<file path="src/rtl/cache_pkg.sv">
// Shared types for the cache request path: access kinds, request record, counter helper.
// Latency: n/a (declarations only).
// Backpressure: n/a (declarations only).
package cache_pkg;

    localparam int ADDR_W = 32;

    typedef enum logic [1:0] {
        READ       = 2'd0,
        WRITE      = 2'd1,
        INVALIDATE = 2'd2,
        ILLEGAL    = 2'd3
    } access_t;

    typedef struct packed {
        access_t             kind;
        logic [ADDR_W-1:0]   addr;
    } req_t;

    // Statistics counters stick at all-ones rather than wrapping back to zero.
    function automatic logic [15:0] sat_inc(input logic [15:0] v);
        return (v == 16'hFFFF) ? v : v + 16'd1;
    endfunction

endpackage

</file>
<file path="src/rtl/sync_fifo.sv">
// Generic single-clock FIFO with occupancy level; head data is read combinationally.
// Latency: an entry pushed at edge N is visible at the head from cycle N+1 (no bypass).
// Backpressure: pushes while full and pops while empty are ignored; caller gates with full/empty.
module sync_fifo #(
    parameter int WIDTH = 8,
    parameter int DEPTH = 4,
    localparam int PTR_W = (DEPTH > 1) ? $clog2(DEPTH) : 1,
    localparam int LVL_W = $clog2(DEPTH) + 1
) (
    input  logic             clk,
    input  logic             rst,
    input  logic             push,
    input  logic [WIDTH-1:0] push_dat,
    input  logic             pop,
    output logic [WIDTH-1:0] pop_dat,
    output logic [LVL_W-1:0] level,
    output logic             full,
    output logic             empty
);

    logic [WIDTH-1:0] mem [DEPTH];
    logic [PTR_W-1:0] wr_ptr;
    logic [PTR_W-1:0] rd_ptr;
    logic             do_push;
    logic             do_pop;

    assign full    = (level == LVL_W'(DEPTH));
    assign empty   = (level == '0);
    assign do_push = push && !full;
    assign do_pop  = pop && !empty;
    assign pop_dat = mem[rd_ptr];

    // Pointers wrap naturally because DEPTH is a power of two; level tracks push minus pop.
    always_ff @(posedge clk) begin
        if (!rst) begin
            wr_ptr <= '0;
            rd_ptr <= '0;
            level  <= '0;
        end else begin
            if (do_push) wr_ptr <= wr_ptr + PTR_W'(1);
            if (do_pop)  rd_ptr <= rd_ptr + PTR_W'(1);
            case ({do_push, do_pop})
                2'b10:   level <= level + LVL_W'(1);
                2'b01:   level <= level - LVL_W'(1);
                default: level <= level;
            endcase
        end
    end

    // Storage needs no reset: stale contents are never presented while empty.
    always_ff @(posedge clk) begin
        if (do_push) mem[wr_ptr] <= push_dat;
    end

endmodule

</file>
<file path="src/rtl/cache_req_queue.sv">
// Buffers trace accesses for the cache, drops illegal types, pre-decodes tag/index/offset, counts accepts.
// Latency: request accepted at edge N is presented to the cache in cycle N+1; 1 req/cycle sustained.
// Backpressure: in_ready drops only when the FIFO is full (independent of out_ready); head holds while out_ready low.
module cache_req_queue
    import cache_pkg::*;
#(
    parameter int DEPTH     = 4,
    parameter int NUM_SETS  = 32,
    parameter int LINE_SIZE = 64,
    localparam int IDX_W = $clog2(NUM_SETS),
    localparam int OFF_W = $clog2(LINE_SIZE),
    localparam int TAG_W = ADDR_W - IDX_W - OFF_W,
    localparam int LVL_W = $clog2(DEPTH) + 1
) (
    input  logic              clk,
    input  logic              rst,
    input  logic              in_valid,
    output logic              in_ready,
    input  logic [1:0]        in_type,
    input  logic [ADDR_W-1:0] in_addr,
    output logic              out_valid,
    input  logic              out_ready,
    output logic [1:0]        out_type,
    output logic [ADDR_W-1:0] out_addr,
    output logic [TAG_W-1:0]  out_tag,
    output logic [IDX_W-1:0]  out_index,
    output logic [OFF_W-1:0]  out_offset,
    output logic [LVL_W-1:0]  level,
    output logic [15:0]       rd_count,
    output logic [15:0]       wr_count,
    output logic [15:0]       inv_count,
    output logic [15:0]       drop_count
);

    localparam int REQ_W = $bits(req_t);

    access_t          in_kind;
    logic             accept;
    logic             push;
    logic             pop;
    logic             fifo_full;
    logic             fifo_empty;
    req_t             push_req;
    logic [REQ_W-1:0] head_dat;
    req_t             head;

    assign in_kind  = access_t'(in_type);
    assign in_ready = !fifo_full;
    assign accept   = in_valid && in_ready;
    // Illegal accesses are consumed upstream but never reach the cache.
    assign push     = accept && (in_kind != ILLEGAL);
    assign out_valid = !fifo_empty;
    assign pop      = out_valid && out_ready;

    assign push_req.kind = in_kind;
    assign push_req.addr = in_addr;

    sync_fifo #(
        .WIDTH (REQ_W),
        .DEPTH (DEPTH)
    ) u_fifo (
        .clk      (clk),
        .rst      (rst),
        .push     (push),
        .push_dat (push_req),
        .pop      (pop),
        .pop_dat  (head_dat),
        .level    (level),
        .full     (fifo_full),
        .empty    (fifo_empty)
    );

    // Head decode is purely combinational from stored state, so it is stable while stalled.
    always_comb begin
        head       = req_t'(head_dat);
        out_type   = head.kind;
        out_addr   = head.addr;
        out_tag    = head.addr[ADDR_W-1:IDX_W+OFF_W];
        out_index  = head.addr[IDX_W+OFF_W-1:OFF_W];
        out_offset = head.addr[OFF_W-1:0];
    end

    // Per-type accept counters, updated on the accepting edge, saturating at all-ones.
    always_ff @(posedge clk) begin
        if (!rst) begin
            rd_count   <= '0;
            wr_count   <= '0;
            inv_count  <= '0;
            drop_count <= '0;
        end else if (accept) begin
            case (in_kind)
                READ:       rd_count   <= sat_inc(rd_count);
                WRITE:      wr_count   <= sat_inc(wr_count);
                INVALIDATE: inv_count  <= sat_inc(inv_count);
                default:    drop_count <= sat_inc(drop_count);
            endcase
        end
    end

endmodule

</file>
<file path="config.mk">
export PLATFORM = sky130hd
export DESIGN_NAME = cache_req_queue
export DESIGN_NICKNAME = d
export VERILOG_FILES = /design/src/rtl/cache_pkg.sv /design/src/rtl/sync_fifo.sv /design/src/rtl/cache_req_queue.sv
export SDC_FILE = /design/constraint.sdc
export NUM_CORES = 1
export LEC_CHECK = 0
export ABC_CLOCK_PERIOD_IN_PS = 2600
export CAP_MARGIN = 15
export CORE_MARGIN = 3
export CORE_UTILIZATION = 47
export CTS_CLUSTER_DIAMETER = 200
export DETAILED_ROUTE_END_ITERATION = 12
export MAX_ROUTING_LAYER = met4
export PLACE_DENSITY = 0.74
export SETUP_SLACK_MARGIN = 0.3
export SYNTH_ARGS = -nofsm -noshare
export SYNTH_HDL_FRONTEND = slang
export SYNTH_SLANG_ARGS = --single-unit
</file>
<file path="constraint.sdc">
create_clock -name clk -period 2.6 [get_ports clk]
set_input_delay 0.52 -clock clk [delete_from_list [all_inputs] [get_ports clk]]
set_output_delay 0.52 -clock clk [all_outputs]
set_load 0.01 [all_outputs]
</file>
* Word-level counts from Yosys, hierarchy flattened *
Memories as Yosys holds them, arrays and structs flattened. A register that Yosys moved wholly into a read port is not among the register bits.
Index checks and enable logic that the tools add are counted.

cells by class
  add/sub/neg operators = 8
  equality and inequality tests = 10
  bitwise gates (word level) = 5
  reductions and logical operators = 15
  multiplexer cells = 5

operators by type and width
  kind                   number
  $add 16x1->16 const B  4
  $eq 16x16->1 const B   4
  $reduce_and 3->1       4
  $pmux 3 s2             1
  $logic_and 1x1->1      5
  $not 1->1              5
  $add 2x1->2 const B    2
  $eq 2x1->1 const B     2
  $eq 2x2->1 const B     2
  $mux 2                 2
  $add 3x1->3 const B    1
  $eq 3x3->1 const B     1
  $logic_not 3->1        1
  $reduce_or 3->1        1
  $sub 3x1->3 const B    1
  $logic_not 1->1        2
  $logic_not 2->1        1
  $mux 1                 2
  $ne 2x2->1 const B     1
  $reduce_bool 2->1      1

storage, ports and cells
  register bits after elaboration = 71
  output and inout bits = 135
  RAM bits = 136
  input port bits = 38
  memories = 1
  logic and storage cells = 51

memory list
  memory      words  width  rd ports  clocked after memory_dff  write ports  RTL line         text
  u_fifo.mem  4      34     1         1                         1            sync_fifo.sv:21  logic [WIDTH-1:0] mem [DEPTH];

* Longest topological paths before layout *
  word-level depth = 7
  depth in mapped cells = 11
  mapped depth without buffers = 10

* Modules after synthesis *
From an unflattened synthesis, not the netlist that was laid out.

second synthesis, totals
  cell total of the unflattened synthesis = 663
  area total of the unflattened synthesis = 9006.1 sq um

modules (own cells, without submodules)
  module           times used  area each (sq um)  sequential area each (sq um)  cells each
  sync_fifo        1           5435.2             4264.1                        232
  cache_req_queue  1           3570.9             1281.2                        431

* Worst setup path after synthesis *
No wires, ideal clock.

  path type = reg2reg
  start point = register u_fifo.level[2]
  end point = register u_fifo.level[2]
  arrival = 2.538 ns
  stages on the path, launching flop included = 12
  required time = 2.530 ns
  clock period less this slack = 2.608 ns
  library setup time = 0.070 ns
  path buffers = 1
  path slack = -0.008 ns
  cell sequence = dfxtp_1 nor3b_2 inv_6 and3_1 clkbuf_1 inv_1 ha_1 inv_1 fa_1 xor2_1 or3_1 a21oi_1

between the ends
  word-level cells in the longest chain between the ends = 7
  elaborated cells on any way between the ends = 15
  those cells by class = add/sub: 2; eq/ne: 3; mux: 1; reduce/logical: 9

RTL lines
  item                                             RTL line               text
  start, declared                                  sync_fifo.sv:16        output logic [LVL_W-1:0] level,
  start signal, assigned                           sync_fifo.sv:43        2'b10: level <= level + LVL_W'(1);
  start signal, assigned                           sync_fifo.sv:44        2'b01: level <= level - LVL_W'(1);
  start signal, assigned                           sync_fifo.sv:45        default: level <= level;
  $eq 3x3->1 (*)                                   sync_fifo.sv:27        assign full = (level == LVL_W'(DEPTH));
  $logic_not 1->1 (*)                              cache_req_queue.sv:48  assign in_ready = !fifo_full;
  via in_ready                                     cache_req_queue.sv:18  output logic in_ready,
  $logic_and 1x1->1                                cache_req_queue.sv:49  assign accept = in_valid && in_ready;
  $logic_and 1x1->1                                cache_req_queue.sv:51  assign push = accept && (in_kind != ILLEGAL);
  $logic_and 1x1->1 (*)                            sync_fifo.sv:29        assign do_push = push && !full;
  $eq 2x1->1 or $eq 2x2->1 (tied branches)         sync_fifo.sv:42        case ({do_push, do_pop})
  $pmux 3 s2 or $reduce_bool 2->1 (tied branches)  n/a

The timed path passes the listed nets; every way through them passes the cells marked *.
A chain may end at the register's enable or synchronous reset.

==> impl_results.md <==
* Outcome: completed
* Post-Syn Instances at 633
* Final instance area at 0.01177 mm^2
* Largest net degree at the start of global routing at 42
* Avg WL per Cell at about 19 um
* Yosys top cell area share at approximately 46%
* Max-cap violations at 0
* Crit-path slowest cell: mux4_2
* DR pass1 iterations at 4
* Worst R2R Path Depth at 10
* Post-synth EDFFs at 136
* Worst skew pair latency at about 490 ps
* Final Critical Period at 2385 ps
* Largest cells by area after synthesis: edfxtp_1 (46%), dfxtp_1 (17%), mux4_2 (8.7%)
* Critical path peak fanout at 5
* Fmax at ~0.42 GHz
* VDD IR max at 0.4544 mV
* Diodes inserted at 0
* CP required at 2080 ps
* Rows at 49
* Mapped cell area at 0.008795 mm^2
* Num CTS Buffers at 22
* Top FF cell, synth: edfxtp_1
* Final Setup Violations at 0
* First-pass GRT wire length at 30640 um
* FFs w/ async S/R, synth at 0%
* Post-placement cell area at between 0.01 and 0.015 mm^2
* Setup_tns at 0 ps
* Share of cells above drive strength 1 at 23.34%
* Crit end category: primary output
* Power Dens Cells at between 800 and 900 mW/mm^2
* Crit path arrival time at ~1900 ps
* Slowest Stage Delay on Critical Path at 530 ps
* Antenna violations before repair at 0
* Max transition margin at 67.29%
* WHS at 504.5 ps
* Clk buf depth at 3
* Die Ht at 142.8 um
* GRT Util Overall at between 10% and 20%
* Critical path cell sequence: buf_12 > clkbuf_16 > mux4_2 > buf_6
* Post-synthesis cell type count at between 50 and 60
* Final worst setup slack at 214.8 ps
* Worst hold stages at 2
* Final core utilization at 64.85%
* Worst Hold Path EP: drop_count[5]
* Avg Vias per Cell at 5.449
* Reg-to-Reg End: u_fifo.level[2]
* Dpl hpwl at approximately 13000 um
* Full die area at 0.02039 mm^2
* Min-delay src: drop_count[5]
* Number of global-route vias before repair at 5911
* Final period utilization at 91.74%
* Clk sink count at 209
* Total grt overflow at 0
* Detailed Route Iter0 Violations at between 300 and 400
* DRC Markers at 0
* Post-Place Setup Slack at -38.74 ps
* Nets at 862
* I/O pin count at 173
* RSZ-0062 raised after global routing: yes
* Syn-to-layout area delta at 33.82%
* Placeable Area at around 0.018 mm^2
* Detailed Route WL at 19630 um
* Sequential area share after synthesis at between 60% and 70%
* Vias at 5754
* Yosys warnings at 0
* Syn Area/Cell at 13.89 um^2
* HP Class: reg2reg
* Slew @ Worst Pin at 486.5 ps
* ANT nets after route at 0
* TritonCTS clock tree: built
* Mapped Nets at 681
* FILL cells at 1313
* Reg2reg setup slack at 410 ps
* Placer congestion estimate at 0.8605
* Critical Path Source Type: register
* Final Hold Vio Count at 0
* Clk root buf: clkbuf_16
* Family with the most delay on the worst path: multiplexers
* Max-slew violations at 0
* Synth area leader: edfxtp_1
* IO buf count at 172
* CP Class: reg2out
* Initial Util at 48.46%
* H-tree Lvls at 1
* Clock transition at the registers of the reported paths at ~60 ps
* R2R Path Start: u_fifo.level[2]
* CP bufs+invs at 3
* Pleak at 4.043 nW
* FF+latch count, synth at 209
* Skew final at 8.588 ps
* Die Wd at 142.8 um
-- final cells by class --
cell class,count,area [um^2],share of cell area [%]
sequential,209,5554,47.19
clock buffer,26,586.8,4.986
multi-input combinational,358,2910,24.73
inverter,16,67.56,0.5741
tap,229,286.5,2.435
clock inverter,11,152.6,1.297
timing repair buffer,207,2211,18.79
-- stage by stage --
| step | std cells | power (W) |
|---|---|---|
| 2_1_floorplan | 633 | 0.005385 |
| 3_3_place_gp | 1008 | 0.006393 |
| 3_5_place_dp | 1008 | 0.006447 |
| 4_1_cts | 1055 | 0.009858 |
| 5_1_grt | 1056 | 0.01038 |
| 6_report | 1056 | 0.009953 |
-- report_power, final --
group	leakage, nW	internal, W	switching (W)
registers	1.83	0.00376	0.000116
logic	1.86	0.00169	0.00120
clock network	0.354	0.00199	0.00120
total	4.04	0.00744	0.00252
-- Yosys cell counts (all sizes together), types with 7 or more instances --
library cell  number
xor2              16
mux2i             10
inv               16
edfxtp           136
and3              10
buf               37
a21oi             11
ha                 9
mux4              34
nor2              49
clkbuf            13
nand2             44
and2              10
o21ai             11
dfxtp             73
and4               7
nor3               8
nand4             22
xnor2             23
nand2b            12
nor4              13
nand3             23
-- layer usage --
metal	track usage (%)	up-vias	wire length, um
met2	31.90	209	9568
met4	4.452	0	283
li1	-	2719	-
met3	4.220	25	1424
met5	-	-	0
met1	24.82	2801	8358
-- logic make-up (layout without fill, tap and decap cells) --
logic type | after synthesis | after routing | share of synthesized area (%)
compound gates | 45 | 45 | 3.614
flops | 209 | 209 | 63.05
fa+ha+maj | 10 | 10 | 1.508
buf+inv | 66 | 260 | 4.282
xor+xnor | 39 | 39 | 3.884
mux | 44 | 44 | 9.845
simple gates | 220 | 220 | 13.81
-- registers in the layout (all words and copies together), names as in the netlist, named ones only --
| signal | count |
|---|---|
| drop_count | 16 |
| inv_count | 16 |
| rd_count | 16 |
| u_fifo.level | 3 |
| u_fifo.mem | 136 |
| u_fifo.rd_ptr | 2 |
| u_fifo.wr_ptr | 2 |
| wr_count | 16 |
-- worst register-to-register path, cell delays in order, from the launching register on --
cell and delay [ps]:
dfxtp_2 360, nor3b_4 300, inv_6 110, and3_4 190, inv_4 60, ha_4 120, inv_1 50, fa_2 330
xor2_1 160, or3_1 320, a21oi_1 130
-- timing repair --
| action | in CTS | in global routing |
|---|---|---|
| hold buffers | 0 | 0 |
| pin swaps | 0 | 0 |
| setup buffers | 8 | 0 |
| setup endpoints to repair | 67 | 67 |
| gates cloned | 2 | 1 |
| gates resized for setup | 305 | 24 |
-- worst max path at each step --
stage	end	depth (start not counted)	slack (ps)	startpoint
5_1_grt	out_addr[5]	4	160	register
3_5_place_dp	u_fifo.level[2]	10	-40	in_type[1]
3_3_place_gp	u_fifo.level[2]	10	40	in_type[0]
4_1_cts	out_tag[7]	4	180	register
2_1_floorplan	u_fifo.level[2]	11	310	u_fifo.level[2]
6_report	out_tag[4]	4	210	register
-- cell usage in the layout, fill, tap and decap left out, types with 3 or more instances in the layout --
| master | synthesis | layout |
|---|---|---|
| buf_4 | 32 | 18 |
| and4_1 | 6 | 6 |
| o211ai_1 | 3 | 3 |
| nor4_1 | 12 | 11 |
| buf_12 | 0 | 10 |
| bufinv_16 | 0 | 4 |
| and3_1 | 10 | 9 |
| buf_6 | 0 | 59 |
| dfxtp_1 | 73 | 68 |
| xnor2_1 | 23 | 23 |
| a211oi_1 | 4 | 4 |
| clkbuf_1 | 13 | 3 |
| nand2b_1 | 12 | 12 |
| clkdlybuf4s50_1 | 0 | 105 |
| o21ai_0 | 9 | 9 |
| or3_1 | 6 | 6 |
| or4_1 | 4 | 4 |
| and2_2 | 0 | 4 |
| a21oi_1 | 11 | 11 |
| mux4_2 | 34 | 34 |
| o21bai_1 | 4 | 4 |
| nand3_1 | 22 | 22 |
| edfxtp_1 | 136 | 136 |
| nand2_1 | 43 | 43 |
| clkbuf_16 | 0 | 24 |
| ha_1 | 9 | 8 |
| dfxtp_2 | 0 | 4 |
| and2_1 | 10 | 6 |
| xor2_1 | 16 | 16 |
| nor3_1 | 8 | 8 |
| buf_2 | 3 | 8 |
| clkinv_1 | 0 | 4 |
| nor2_1 | 49 | 49 |
| mux2i_1 | 10 | 10 |
| nand4_1 | 21 | 21 |
| inv_1 | 15 | 14 |
(Power assumes the default switching activity.)
